**src/rtl/hazard_pkg.sv**
```systemverilog
// Shared hazard-unit constants and types for the vector write scoreboard.
// Holds register/latency widths, default sizes and the latency clamp helper.
package hazard_pkg;
  localparam int REG_ADDR_W              = 5;
  localparam int LAT_W                   = 4;
  localparam int NREGS_DEFAULT           = 32;
  localparam int MAX_OUTSTANDING_DEFAULT = 8;
  localparam int OUTST_W                 = 4;

  typedef logic [REG_ADDR_W-1:0] reg_addr_t;
  typedef logic [LAT_W-1:0]      lat_t;
  typedef logic [OUTST_W-1:0]    outst_t;

  // A zero latency still needs one cycle to reach writeback.
  function automatic lat_t effLat(input lat_t lat);
    return (lat == '0) ? lat_t'(1) : lat;
  endfunction
endpackage

```
**src/rtl/scoreboard_entry.sv**
```systemverilog
// One tracked register: countdown to writeback, busy flag and a retire pulse
// registered for the cycle after the counter reaches zero.
module scoreboard_entry
  import hazard_pkg::*;
(
  input  logic clk,
  input  logic rst,
  input  logic load,
  input  lat_t loadLat,
  output logic busy,
  output logic wbPulse,
  output logic retiring,
  output logic pendingGt1
);

  lat_t cnt;

  // A load on the retiring edge still emits the pulse for the old write.
  always_ff @(posedge clk or posedge rst) begin
    if (rst) begin
      cnt     <= '0;
      wbPulse <= 1'b0;
    end else begin
      wbPulse <= retiring;
      if (load) begin
        cnt <= effLat(loadLat);
      end else if (cnt != '0) begin
        cnt <= cnt - lat_t'(1);
      end
    end
  end

  assign busy       = (cnt != '0);
  assign retiring   = (cnt == lat_t'(1));
  assign pendingGt1 = (cnt > lat_t'(1));

endmodule

```
**src/rtl/vector_scoreboard.sv**
```systemverilog
// Vector register write scoreboard: tracks multi-cycle pending writes and
// raises stall_req for RAW/WAW/capacity hazards. Optional SCOREBOARD_FWD_EN.
module vector_scoreboard
  import hazard_pkg::*;
#(
  parameter int NREGS           = NREGS_DEFAULT,
  parameter int MAX_OUTSTANDING = MAX_OUTSTANDING_DEFAULT
) (
  input  logic                  clk,
  input  logic                  rst,
  input  logic                  issue_valid,
  input  logic [REG_ADDR_W-1:0] issue_dst,
  input  logic [LAT_W-1:0]      issue_lat,
  input  logic [REG_ADDR_W-1:0] rsD,
  input  logic [REG_ADDR_W-1:0] rtD,
  input  logic                  flushE,
  output logic                  stall_req,
  output logic [NREGS-1:0]      busy,
  output logic [NREGS-1:0]      wb_mask,
  output logic [OUTST_W-1:0]    outstanding,
  output logic                  full
);

  localparam int RCNT_W = $clog2(NREGS + 1);

  logic [NREGS-1:0] load;
  logic [NREGS-1:0] retiring;
  logic [NREGS-1:0] pendingGt1;
  logic             accept;
  logic             rsBlocked;
  logic             rtBlocked;
  logic             wawBlocked;
  logic             fullBlocked;
  logic [RCNT_W-1:0] retireCnt;
  outst_t           outstandingNext;

  // Handshake: issue_valid is held by D; an issue is taken on the rising edge
  // where issue_valid=1 and stall_req=0, unless flushE cancels it or dst is 0.
  always_comb begin
`ifdef SCOREBOARD_FWD_EN
    rsBlocked = pendingGt1[rsD];
    rtBlocked = pendingGt1[rtD];
`else
    rsBlocked = busy[rsD];
    rtBlocked = busy[rtD];
`endif
    wawBlocked  = pendingGt1[issue_dst];
    fullBlocked = full & ~(|retiring);
    stall_req   = issue_valid & (rsBlocked | rtBlocked | wawBlocked | fullBlocked);
    accept      = issue_valid & ~stall_req & ~flushE & (issue_dst != '0);
  end

  assign load[0] = 1'b0;

  for (genvar i = 1; i < NREGS; i++) begin : g_load
    assign load[i] = accept & (issue_dst == REG_ADDR_W'(i));
  end

  for (genvar i = 0; i < NREGS; i++) begin : g_entry
    scoreboard_entry u_entry (
      .clk       (clk),
      .rst       (rst),
      .load      (load[i]),
      .loadLat   (issue_lat),
      .busy      (busy[i]),
      .wbPulse   (wb_mask[i]),
      .retiring  (retiring[i]),
      .pendingGt1(pendingGt1[i])
    );
  end

  always_comb begin
    retireCnt = '0;
    for (int i = 0; i < NREGS; i++) begin
      retireCnt = retireCnt + RCNT_W'(retiring[i]);
    end
    outstandingNext = outstanding + OUTST_W'(accept) - OUTST_W'(retireCnt);
  end

  always_ff @(posedge clk or posedge rst) begin
    if (rst) begin
      outstanding <= '0;
      full        <= 1'b0;
    end else begin
      outstanding <= outstandingNext;
      full        <= (outstandingNext == OUTST_W'(MAX_OUTSTANDING));
    end
  end

endmodule

```
**config.mk**
```make
export PLATFORM = sky130hd
export DESIGN_NAME = vector_scoreboard
export DESIGN_NICKNAME = d
export VERILOG_FILES = /design/src/rtl/hazard_pkg.sv /design/src/rtl/scoreboard_entry.sv /design/src/rtl/vector_scoreboard.sv
export SDC_FILE = /design/constraint.sdc
export NUM_CORES = 1
export LEC_CHECK = 0
export CAP_MARGIN = 20
export CORE_ASPECT_RATIO = 1.5
export CORE_MARGIN = 4
export CORE_UTILIZATION = 65
export DETAILED_ROUTE_END_ITERATION = 12
export HOLD_SLACK_MARGIN = 0.03
export PLACE_DENSITY = 0.87
export SLEW_MARGIN = 40
export SYNTH_ARGS = -nofsm -noshare
export SYNTH_HDL_FRONTEND = slang
export SYNTH_SLANG_ARGS = --single-unit
```
**constraint.sdc**
```tcl
create_clock -name clk -period 8.9 [get_ports clk]
set_clock_uncertainty 0.1 [all_clocks]
set_input_delay 1.335 -clock clk [delete_from_list [all_inputs] [get_ports clk]]
set_output_delay 1.335 -clock clk [all_outputs]
set_load 0.05 [all_outputs]
```
==> results.md, run 1 <==
* Status: finished clean
* Crit path max-delay family: adder cells
* Buf/Inv on CP at 5
* Most common cell after layout, fill and taps aside: dfrtp_1
* R2R setup slack at 1.57 ns
* Mapped Nets at 1432
* Number of global-route vias before repair at 10200
* First drt pass iteration count at 6
* Final period util at 88.5%
* Mapped Cells at 1282
* WL final at 35200 um
* Hold Buf Count CTS at 0
* Commonest non-fill, non-tap cells in the layout: dfrtp_1, inv_1, ha_1, clkdlybuf4s50_1, nor2_1
* Clock edge transition at the registers on the reported setup and hold paths at 0.06 ns
* Area growth syn-to-layout at 10.2%
* Routed WL per cell at 22.5 um
* Port Buf Inserts at 92
* NumNets Final at 1444
* Global Route met3 Usage at 7.48%
* Crit-path cells: clkdlybuf4s50_1 -> inv_1 -> o2111a_1 -> nor4_1 -> a221oi_1 -> nor3b_2 -> buf_4 -> or3b_1 -> a211oi_1 -> ha_1 -> ha_1 -> ha_1 -> inv_1 -> fa_1 -> fa_1 -> inv_1 -> fa_1 -> ha_1 -> xnor2_1 -> xnor2_1 -> xnor2_1 -> xnor2_1 -> nor4b_1
* Share of cells above drive strength 1 at 9.43%
* H-tree Lvls at 4
* Clock Tree Buf Depth at 2
* Fraction of the mapped netlist area in adder cells at 14.0%
* Main combinational cell family by area after synthesis: simple AND/OR/NAND/NOR gates
* Fill count at 1329
* IO Count at 93
* DP HPWL at 27000 um
* Max-slew violations at 0
* Grt peak-use layer: met2
* Largest net degree at the start of global routing at 104
* Root Driver: clkbuf_16
* Syn avg cell area at 9.91 um2
* Min-delay worst type: reg -> reg
* TritonCTS Buffers at 17
* Worst-Margin Slew at 0.888 ns
* Setup CP Type: in -> reg
* Post-synth EDFFs at 0
* Req. time, crit path at 9.12 ns
* # diodes at 0
* Post-synth cell types at 73
* TNS Setup at 0 ns
* Crit end category: flop
* Starting Density at 66.3%
* DRC at 0
* Total congestion overflow at 0
* Share of the yosys chip area belonging to registers at 32.5%
* Final setup violating endpoints at 0
* Core area at 0.0192 mm2
* Maximum Capacitance Violations at 0
* Yosys reg bits at 165
* CP Data Arrival Time at 8.10 ns
* DR vias/cell at 6.38
* CTS tree: done
* Mapped cell area at 0.0127 mm2
* Fmax at 127 MHz
* Synth Area in XOR/XNOR at 3.58%
* RSZ-0062 raised after global routing: no
* Post-Synth Simple-Gate Area at 19.7%
* CP Launch Type: input port
* Total track usage at 33.4%
* Die W at 122 um
* Worst path slowest cell: clkdlybuf4s50_1
* # rows at 62
* PostCTS Resize Cnt at 0
* Initial antenna violation count at 0
* Post-route ant nets at 0
* Hold Fails Final Rpt at 0
* Slowest stage delay, CP at 0.98 ns
* Ys Warns at 0
* Multiplexer area fraction after synthesis at 11.7%
* Prevailing post-synth register cell: dfrtp_1
* Routability Congestion at 1.03
* First-pass GRT wire length at 55000 um
* Die H at 179 um
* Post-synthesis compound-gate area fraction at 9.37%
* Async SR Flop Fraction at 100%
* Setup bufs post-CTS at 0
* Global-route met1 utilization at 35.8%
* Die ar. at 0.0219 mm2
* Total number of vias at 9952
* Crit path max fanout at 16
* Iteration-0 DRC Markers at 772
* Clock Latency Late Sink at 0.44 ns
* Met2 GRT Util at 58.1%
* Slew headroom at 40.7%
* CTS Sinks at 165
* Final min period at 7.88 ns
Yosys cell counts (10+ instances only):
cell type	count	share of area, %
inv_1	120	3.5
nand2_1	76	2.2
o21ai_1	13	0.51
nand2b_1	10	0.49
nor4_4	23	3.8
nor3b_1	24	1.4
dfrtp_1	165	32
o21ai_0	17	0.67
or3b_1	17	1.2
mux2i_1	56	4.4
o211ai_1	10	0.59
nor3_1	41	1.6
a21oi_1	41	1.6
fa_1	25	3.9
a21o_1	33	1.9
nor2_1	87	2.6
and2_1	11	0.54
or3_1	35	1.7
mux2_2	18	1.6
nor2b_1	12	0.59
mux2_1	60	5.3
xnor2_1	41	2.8
clkbuf_1	38	1.1
ha_1	102	10
xor2_1	11	0.76
buf_4	66	3.9
layout make-up:
class | instances | area [um2] | share of cell area, %
multi-input cells | 878 | 7460 | 53.3
flip-flops and latches | 165 | 4130 | 29.5
repair buffers | 107 | 1030 | 7.36
clock buffers | 22 | 484 | 3.46
inverters | 125 | 477 | 3.40
well taps | 256 | 320 | 2.29
clock inverters | 8 | 98.8 | 0.706
flip-flops by register name, indices dropped and copies added (netlist names):
signal,count
g_entry.u_entry.cnt,128
g_entry.u_entry.wbPulse,32
outstanding,4
full,1
worst register-to-register path, stage by stage (launching register included):
cell,delay [ns]
dfrtp_1,0.40
inv_1,0.11
ha_1,0.23
nor3b_1,0.75
inv_2,0.23
mux2_2,0.33
o221ai_1,0.22
a41oi_1,0.16
a32oi_1,0.33
nand3b_1,0.14
or3b_1,0.42
a211oi_1,0.35
ha_1,0.31
ha_1,0.19
ha_1,0.28
inv_1,0.05
fa_1,0.38
fa_1,0.51
inv_1,0.05
fa_1,0.48
ha_1,0.22
xnor2_1,0.18
xnor2_1,0.16
xnor2_1,0.17
xnor2_1,0.18
nor4b_1,0.29
worst paths after layout:
path                                             from                          to  cells after the start
max                                      issue_dst[3]                        full                     23
max reg2reg                g_entry[10].u_entry.cnt[0]                        full                     25
max in group asynchronous                         rst   g_entry[0].u_entry.cnt[2]                      3
min reg2reg                 g_entry[0].u_entry.cnt[1]   g_entry[0].u_entry.cnt[1]                      2
min in group asynchronous                         rst  g_entry[5].u_entry.wbPulse                      2
min                         g_entry[0].u_entry.cnt[1]   g_entry[0].u_entry.cnt[1]                      2
per-stage QoR:
step | hold WS (ns) | area (um2) | setup slack, ns | cells | utilization, %
floorplan | 0.402 | 12700 | 2.05 | 1282 | -
global placement | 0.432 | 13400 | 0.996 | 1530 | 69.8
detailed placement | 0.455 | 13400 | 0.683 | 1531 | 70.0
CTS | 0.471 | 14000 | 1.14 | 1561 | 73.0
global route | 0.492 | 14000 | 0.782 | 1561 | 73.1
finish | 0.475 | 14000 | 1.02 | 1561 | 73.1
kinds of logic after synthesis:
logic type | after synthesis
and+or+nand+nor | 390
AOI/OAI and AO/OA | 172
buffers and inverters | 239
xor gates and xnor gates | 52
muxes | 137
DFF | 165
adders and majority gates | 127
layer usage:
layer | wire length, um | vias up
met2 | 17800 | 511
li1 | - | 4393
met1 | 12000 | 4884
met4 | 2550 | 0
met5 | 0 | -
met3 | 2780 | 164
Power of run 1 is left out: the tool's default activity adds up to more than one toggle a clock period on the data nets, which glitch-free logic cannot reach.
==> run 2, diff against run 1 <==
--- a/config.mk
+++ b/config.mk
@@ -10,6 +10,7 @@
 export CORE_MARGIN = 4
 export CORE_UTILIZATION = 65
 export DETAILED_ROUTE_END_ITERATION = 12
+export GPL_TIMING_DRIVEN = 0
 export HOLD_SLACK_MARGIN = 0.03
 export PLACE_DENSITY = 0.87
 export SLEW_MARGIN = 40
==> constraint.sdc (replaced) <==
create_clock -name clk -period 8.9 [get_ports clk]
set_clock_uncertainty 0.1 [all_clocks]
set_input_delay 1.335 -clock clk [delete_from_list [all_inputs] [get_ports clk]]
set_output_delay 1.335 -clock clk [all_outputs]
set_load 0.02 [all_outputs]
==> run 2 against run 1 <==
  * Via count increased by 3.2%
  * Design area increased by 4.6%
  * Sequential cell count unchanged
  * Non-clock buffer count increased by 98
  * Wire length increased by 4.9%
  * Fmax decreased by 9.1%
  * Worst hold slack got worse by 0.011 ns
  * Register-to-register slack got worse by 0.30 ns
  * Count of clock-buffer cells in the layout decreased by 5
  * Largest cell class unchanged
  * Highest routed layer unchanged
==> results.md, run 2 (same netlist as run 1, synthesis figures left out) <==
* NumNets Final at 1542 (was 1444)
* Setup CP Type: in -> reg (unchanged)
* Min-delay worst type: reg -> reg (unchanged)
* PostCTS Resize Cnt at 0 (unchanged)
* Routed WL per cell at 22.2 um (was 22.5 um)
* Die ar. at 0.0219 mm2 (unchanged)
* Hold Crit Endpoint: g_entry[0].u_entry.cnt[2] (was g_entry[0].u_entry.cnt[1])
* Crit-path cells: clkdlybuf4s50_1 -> clkbuf_1 -> clkbuf_1 -> inv_1 -> o2111ai_1 -> nand4_1 -> a2111oi_2 -> nand3b_1 -> or3b_1 -> a211oi_1 -> ha_1 -> ha_1 -> ha_1 -> inv_1 -> fa_1 -> fa_1 -> inv_1 -> fa_1 -> ha_1 -> xnor2_1 -> xnor2_1 -> xnor2_1 -> xnor2_1 -> nor4b_1 (was clkdlybuf4s50_1 -> inv_1 -> o2111a_1 -> nor4_1 -> a221oi_1 -> nor3b_2 -> buf_4 -> or3b_1 -> a211oi_1 -> ha_1 -> ha_1 -> ha_1 -> inv_1 -> fa_1 -> fa_1 -> inv_1 -> fa_1 -> ha_1 -> xnor2_1 -> xnor2_1 -> xnor2_1 -> xnor2_1 -> nor4b_1)
* Status: finished clean (unchanged)
* First drt pass iteration count at 5 (was 6)
* Pwr Density at 469 mW/mm2
* Hold Buf Count CTS at 0 (unchanged)
* Util after Layout at 76.4% (was 73.1%)
* Initial antenna violation count at 0 (unchanged)
* Registers with the most flip-flops: g_entry.u_entry.cnt (128), g_entry.u_entry.wbPulse (32), outstanding (4) (unchanged)
* # rows at 62 (unchanged)
* Placed cells at 1629 (was 1531)
* Hold Fails Final Rpt at 0 (unchanged)
* DRC at 0 (unchanged)
* Clock Tree Buf Depth at 2 (unchanged)
* CTS tree: done (unchanged)
* RSZ-0062 raised after global routing: no (unchanged)
* Area growth syn-to-layout at 15.2% (was 10.2%)
* First-pass GRT wire length at 56400 um (was 55000 um)
* Share of cells above drive strength 1 at 13.2% (was 9.43%)
* Hold Crit Start: g_entry[0].u_entry.cnt[2] (was g_entry[0].u_entry.cnt[1])
* Max-slew violations at 0 (unchanged)
* WL final at 36900 um (was 35200 um)
* DR vias/cell at 6.18 (was 6.38)
* Root Driver: clkbuf_16 (unchanged)
* Die H at 179 um (unchanged)
* Min setup slack post-route at 0.235 ns (was 1.02 ns)
* CP Launch Type: input port (unchanged)
* Total power at 0.00686 W
* Layout Cells excl Fill at 1661 (was 1561)
* Final instance area at 0.0146 mm2 (was 0.0140 mm2)
* Final min period at 8.66 ns (was 7.88 ns)
* Final setup violating endpoints at 0 (unchanged)
* Port Buf Inserts at 89 (was 92)
* Crit path max fanout at 10 (was 16)
* Commonest non-fill, non-tap cells in the layout: dfrtp_1, inv_1, ha_1, clkdlybuf4s50_1, nor2_1 (unchanged)
* Worst slack, placed at -0.0383 ns (was 0.683 ns)
* Slowest stage delay, CP at 0.60 ns (was 0.98 ns)
* Worst r2r src: g_entry[0].u_entry.cnt[0] (was g_entry[10].u_entry.cnt[0])
* Register area at 0.00413 mm2 (unchanged)
* Crit end category: flop (unchanged)
* H-tree Lvls at 4 (unchanged)
* FF-to-FF End: full (unchanged)
* Multi-input gate area at 0.00747 mm2 (was 0.00746 mm2)
* Worst-Margin Slew at 0.837 ns (was 0.888 ns)
* R2R setup slack at 1.27 ns (was 1.57 ns)
* Hold Path Depth at 1 (was 2)
* IO Count at 93 (unchanged)
* Worst IR Drop VDD at 433 uV
* Largest net degree at the start of global routing at 81 (was 104)
* Total congestion overflow at 0 (unchanged)
* Setup bufs post-CTS at 0 (unchanged)
* Routability Congestion at 0.995 (was 1.03)
* Worst Reg-to-Reg Cells at 24 (was 25)
* Maximum Capacitance Violations at 0 (unchanged)
* Clock edge transition at the registers on the reported setup and hold paths at 0.07 ns (was 0.06 ns)
* Largest register FFs at 128 (unchanged)
* TritonCTS Buffers at 17 (unchanged)
* Most common cell after layout, fill and taps aside: dfrtp_1 (unchanged)
* Total track usage at 34.6% (was 33.4%)
* DP HPWL at 28500 um (was 27000 um)
* Final period util at 97.4% (was 88.5%)
* CP Data Arrival Time at 8.90 ns (was 8.10 ns)
* Fmax at 115 MHz (was 127 MHz)
* Worst path slowest cell: clkbuf_1 (was clkdlybuf4s50_1)
* Core area at 0.0192 mm2 (unchanged)
* Leakage at 6.69 nW
* # diodes at 0 (unchanged)
* Iteration-0 DRC Markers at 799 (was 772)
* Clock Latency Late Sink at 0.45 ns (was 0.44 ns)
* Slew headroom at 44.1% (was 40.7%)
* Post-route ant nets at 0 (unchanged)
* Number of global-route vias before repair at 10500 (was 10200)
* Total number of vias at 10300 (was 9952)
* Starting Density at 66.3% (unchanged)
* Fill count at 1279 (was 1329)
* Largest reg by FF count: g_entry.u_entry.cnt (unchanged)
* Die W at 122 um (unchanged)
* DP Area at 0.0140 mm2 (was 0.0134 mm2)
* CTS Sinks at 165 (unchanged)
* Req. time, crit path at 9.13 ns (was 9.12 ns)
run 2: metal layers:
| layer | part of all wire (%) | up-vias | wire length, um | global-route usage, % |
|---|---|---|---|---|
| met3 | 6.0 | 187 | 2210 | 6.38 |
| li1 | - | 4595 | - | - |
| met4 | 8.3 | 0 | 3070 | 24.5 |
| met2 | 50 | 444 | 18500 | 60.7 |
| met5 | 0 | - | 0 | 0 |
| met1 | 35 | 5047 | 13000 | 37.1 |
run 2: worst max path at each step:
stage,from,endpoint,cells after the start,slack (ns)
after floorplan,issue_dst[0],full,23,2.05
after global placement,issue_dst[0],full,24,0.006
after detailed placement,issue_dst[0],full,24,-0.04
after CTS,issue_dst[0],full,24,0.35
after global routing,issue_dst[0],full,24,0.14
final,issue_dst[0],full,24,0.24
run 2: area by class of cell:
class,instances,area share [%]
Buffer,114,4.73
Clock buffer,17,2.91
Clock inverter,15,1.21
Inverter,125,3.26
Multi-Input combinational cell,878,51.0
Sequential cell,165,28.2
Tap cell,256,2.19
Timing Repair Buffer,91,6.46
run 2: power breakdown:
group          internal [W]  switching [W]
registers           0.00116       0.000328
clock network      0.000443       0.000329
logic               0.00214        0.00246
run 2: metrics by stage:
stage          hold slack [ns]  setup TNS, ns
4_1_cts                  0.458              0
5_1_grt                  0.498              0
2_1_floorplan            0.402              0
3_5_place_dp             0.450        -0.0383
6_report                 0.464              0
3_3_place_gp             0.424              0
run 2: worst max-delay path: cells and delay by family:
family / cells / cell delay [ns]
AND/OR/NAND/NOR: 4 / 1.26
AO/OA/AOI/OAI: 3 / 1.07
buffers and inverters: 6 / 2.02
adder cells (fa/ha/maj): 7 / 2.42
XOR/XNOR: 4 / 0.77
(Power assumes the default switching activity.)
==> run 3, diff against run 2 <==
--- a/config.mk
+++ b/config.mk
@@ -16,4 +16,5 @@
 export SLEW_MARGIN = 40
 export SYNTH_ARGS = -nofsm -noshare
 export SYNTH_HDL_FRONTEND = slang
+export SYNTH_HIERARCHICAL = 1
 export SYNTH_SLANG_ARGS = --single-unit
==> run 3 against run 2 <==
  * Fmax up 17%
  * Wire length is 8.5% lower
  * Highest routed layer unchanged
  * Synthesized cell count shrank 1.3%
  * Critical path type unchanged
  * Worst hold slack gained 0.13 ns
  * First-iteration DRC count up 5.3%
==> results.md, run 3 <==
* Status: finished clean (unchanged)
* Most common cell after layout, fill and taps aside: inv_1 (was dfrtp_1)
* Largest reg by FF count: g_entry.u_entry/cnt (was g_entry.u_entry.cnt)
* Min setup slack post-route at 1.48 ns (was 0.235 ns)
* Port Buf Inserts at 89 (unchanged)
* Setup bufs post-CTS at 0 (unchanged)
* Clock edge transition at the registers on the reported setup and hold paths at 0.06 ns (was 0.07 ns)
* Min-delay worst type: reg -> reg (unchanged)
* Crit path max fanout at 10 (unchanged)
* Mapped cell area at 0.0124 mm2 (was 0.0127 mm2)
* Area growth syn-to-layout at 15.0% (was 15.2%)
* Syn avg cell area at 9.80 um2 (was 9.91 um2)
* Clock Latency Late Sink at 0.43 ns (was 0.45 ns)
* Iteration-0 DRC Markers at 841 (was 799)
* Worst Setup SP: issue_dst[1] (was issue_dst[0])
* Worst slack, placed at 1.15 ns (was -0.0383 ns)
* Hold Crit Start: g_entry[21].u_entry/cnt[0] (was g_entry[0].u_entry.cnt[2])
* Post-synth EDFFs at 0 (unchanged)
* TNS Setup at 0 ns (unchanged)
* Die W at 121 um (was 122 um)
* # diodes at 0 (unchanged)
* Total track usage at 32.2% (was 34.6%)
* NumNets Final at 1516 (was 1542)
* Hold Buf Count CTS at 0 (unchanged)
* Core area at 0.0186 mm2 (was 0.0192 mm2)
* Count leader, synth: inv_1 (was dfrtp_1)
* Setup CP Type: in -> reg (unchanged)
* # rows at 61 (was 62)
* Number of global-route vias before repair at 10500 (about the same)
* Post-route ant nets at 0 (unchanged)
* Synth area leaders: dfrtp_1, ha_1, mux2_2 (was dfrtp_1, ha_1, mux2_1)
* Buf/Inv on CP at 4 (was 6)
* DP Area at 0.0137 mm2 (was 0.0140 mm2)
* Yosys top cell area share at 33.3% (was 32.5%)
* Slew headroom at 46.7% (was 44.1%)
* CP Launch Type: input port (unchanged)
* H-tree Lvls at 4 (unchanged)
* R2R setup slack at 1.85 ns (was 1.27 ns)
* Routability Congestion at 1.01 (was 0.995)
* Mapped Cells at 1265 (was 1282)
* TritonCTS Buffers at 17 (unchanged)
* IO Count at 93 (unchanged)
* Root Driver: clkbuf_16 (unchanged)
* Worst path slowest cell: mux2i_1 (was clkbuf_1)
* First drt pass iteration count at 5 (unchanged)
* Worst r2r src: g_entry[13].u_entry/cnt[0] (was g_entry[0].u_entry.cnt[0])
* Largest register FFs at 128 (unchanged)
* First-pass GRT wire length at 54300 um (was 56400 um)
* Registers with the most flip-flops: g_entry.u_entry/cnt (128), g_entry.u_entry/wbPulse (32), outstanding (4) (was g_entry.u_entry.cnt (128), g_entry.u_entry.wbPulse (32), outstanding (4))
* Prevailing post-synth register cell: dfrtp_1 (unchanged)
* DP HPWL at 24900 um (was 28500 um)
* CTS Sinks at 165 (unchanged)
* Slowest stage delay, CP at 0.61 ns (was 0.60 ns)
* Yosys reg bits at 165 (unchanged)
* Post-synth cell types at 49 (was 73)
* Ys Warns at 6 (was 0)
* CP Data Arrival Time at 7.63 ns (was 8.90 ns)
* Max-slew violations at 0 (unchanged)
* Crit-path cells: clkdlybuf4s50_1 -> buf_2 -> mux4_2 -> mux2i_1 -> o22ai_1 -> o21bai_1 -> nor4_2 -> ha_1 -> ha_1 -> ha_1 -> inv_1 -> fa_1 -> fa_1 -> inv_1 -> fa_1 -> ha_1 -> xnor2_1 -> xnor2_1 -> xnor2_1 -> xnor2_1 -> nor4b_1 (was clkdlybuf4s50_1 -> clkbuf_1 -> clkbuf_1 -> inv_1 -> o2111ai_1 -> nand4_1 -> a2111oi_2 -> nand3b_1 -> or3b_1 -> a211oi_1 -> ha_1 -> ha_1 -> ha_1 -> inv_1 -> fa_1 -> fa_1 -> inv_1 -> fa_1 -> ha_1 -> xnor2_1 -> xnor2_1 -> xnor2_1 -> xnor2_1 -> nor4b_1)
* Commonest cells post-synth: inv_1, dfrtp_1, nor3_1 (was dfrtp_1, inv_1, ha_1)
* Share of cells above drive strength 1 at 13.0% (was 13.2%)
* Die H at 177 um (was 179 um)
* Async SR Flop Fraction at 100% (unchanged)
* PostCTS Resize Cnt at 0 (unchanged)
* Final setup violating endpoints at 0 (unchanged)
* DR vias/cell at 6.22 (was 6.18)
* CTS tree: done (unchanged)
* Crit end category: flop (unchanged)
* Share of the yosys chip area belonging to registers at 33.3% (was 32.5%)
* Final min period at 7.42 ns (was 8.66 ns)
* Mapped Nets at 1404 (was 1432)
* Req. time, crit path at 9.12 ns (was 9.13 ns)
* Hold Worst Slack at 0.591 ns (was 0.464 ns)
* Fmax at 135 MHz (was 115 MHz)
* Maximum Capacitance Violations at 0 (unchanged)
* DRC at 0 (unchanged)
* Hold Fails Final Rpt at 0 (unchanged)
* Total congestion overflow at 0 (unchanged)
* Clock Tree Buf Depth at 2 (unchanged)
* Final instance area at 0.0143 mm2 (was 0.0146 mm2)
* Cell taking the most area after synthesis: dfrtp_1 (unchanged)
* Die ar. at 0.0214 mm2 (was 0.0219 mm2)
* Worst-Margin Slew at 0.800 ns (was 0.837 ns)
* Largest net degree at the start of global routing at 47 (was 81)
* Total number of vias at 10200 (was 10300)
* RSZ-0062 raised after global routing: no (unchanged)
* WL final at 33700 um (was 36900 um)
* Starting Density at 66.6% (was 66.3%)
* Final period util at 83.3% (was 97.4%)
* Commonest non-fill, non-tap cells in the layout: inv_1, dfrtp_1, nor3_1, ha_1, nand2_1 (was dfrtp_1, inv_1, ha_1, clkdlybuf4s50_1, nor2_1)
* Crit path max-delay family: adder cells (unchanged)
* Routed WL per cell at 20.5 um (was 22.2 um)
* Initial antenna violation count at 0 (unchanged)
==> run 3: through the flow <==
step	cells	utilization, %
after detailed placement	1610	73.5
after floorplan	1265	-
after CTS	1641	76.6
final	1641	76.6
after global routing	1641	76.6
after global placement	1606	73.1
==> run 3: cells by family after synthesis <==
| logic type | Yosys count | share of synthesized area, % |
|---|---|---|
| DFF | 165 | 33.3 |
| other | 1 | 0.0302 |
| adders and majority gates | 116 | 13.2 |
| buffers and inverters | 224 | 7.10 |
| xor gates and xnor gates | 41 | 2.90 |
| muxes | 133 | 13.0 |
| AOI/OAI and AO/OA | 149 | 7.86 |
| and+or+nand+nor | 436 | 22.6 |
==> run 3: final timing paths <==
check	end	cells after the start
worst max-delay path	full	21
worst min-delay path	g_entry[21].u_entry/cnt[0]	3
worst max register to register	full	24
worst min register to register	g_entry[21].u_entry/cnt[0]	3
max in group asynchronous	g_entry[15].u_entry/cnt[0]	3
min in group asynchronous	g_entry[5].u_entry/wbPulse	2
==> run 3: area by class of cell <==
cell class / instances / area (um2)
Multi-Input combinational cell: 876 / 7400
Fill cell: 1236 / 4360
Sequential cell: 165 / 4130
Timing Repair Buffer: 93 / 968
Inverter: 170 / 638
Clock buffer: 20 / 447
Tap cell: 252 / 315
Buffer: 54 / 243
Clock inverter: 11 / 125
==> run 3: worst reg2reg max path, cell delays in order, from the launching register on <==
cell and delay, ns:
dfrtp_1 0.39, inv_1 0.10, ha_1 0.22, nor3b_4 0.42, inv_1 0.23, mux4_2 0.53, a22o_1 0.23, a31oi_1 0.32
nand2_1 0.21, buf_2 0.27, nor4_2 0.32, ha_1 0.29, ha_1 0.20, ha_1 0.29, inv_1 0.06, fa_1 0.48
fa_1 0.55, inv_1 0.07, fa_1 0.48, ha_1 0.22, xnor2_1 0.19, xnor2_1 0.17, xnor2_1 0.17, xnor2_1 0.16
nor4b_1 0.25
==> run 3: routing by layer <==
layer  vias up  wire (um)  track usage (%)
met5         -          0                0
met2       481      16700             54.6
met1      5005      12700             39.8
li1       4599          -                -
met4         0       1840             16.9
met3       125       2470             4.80
Power of run 3 is left out for the same reason.
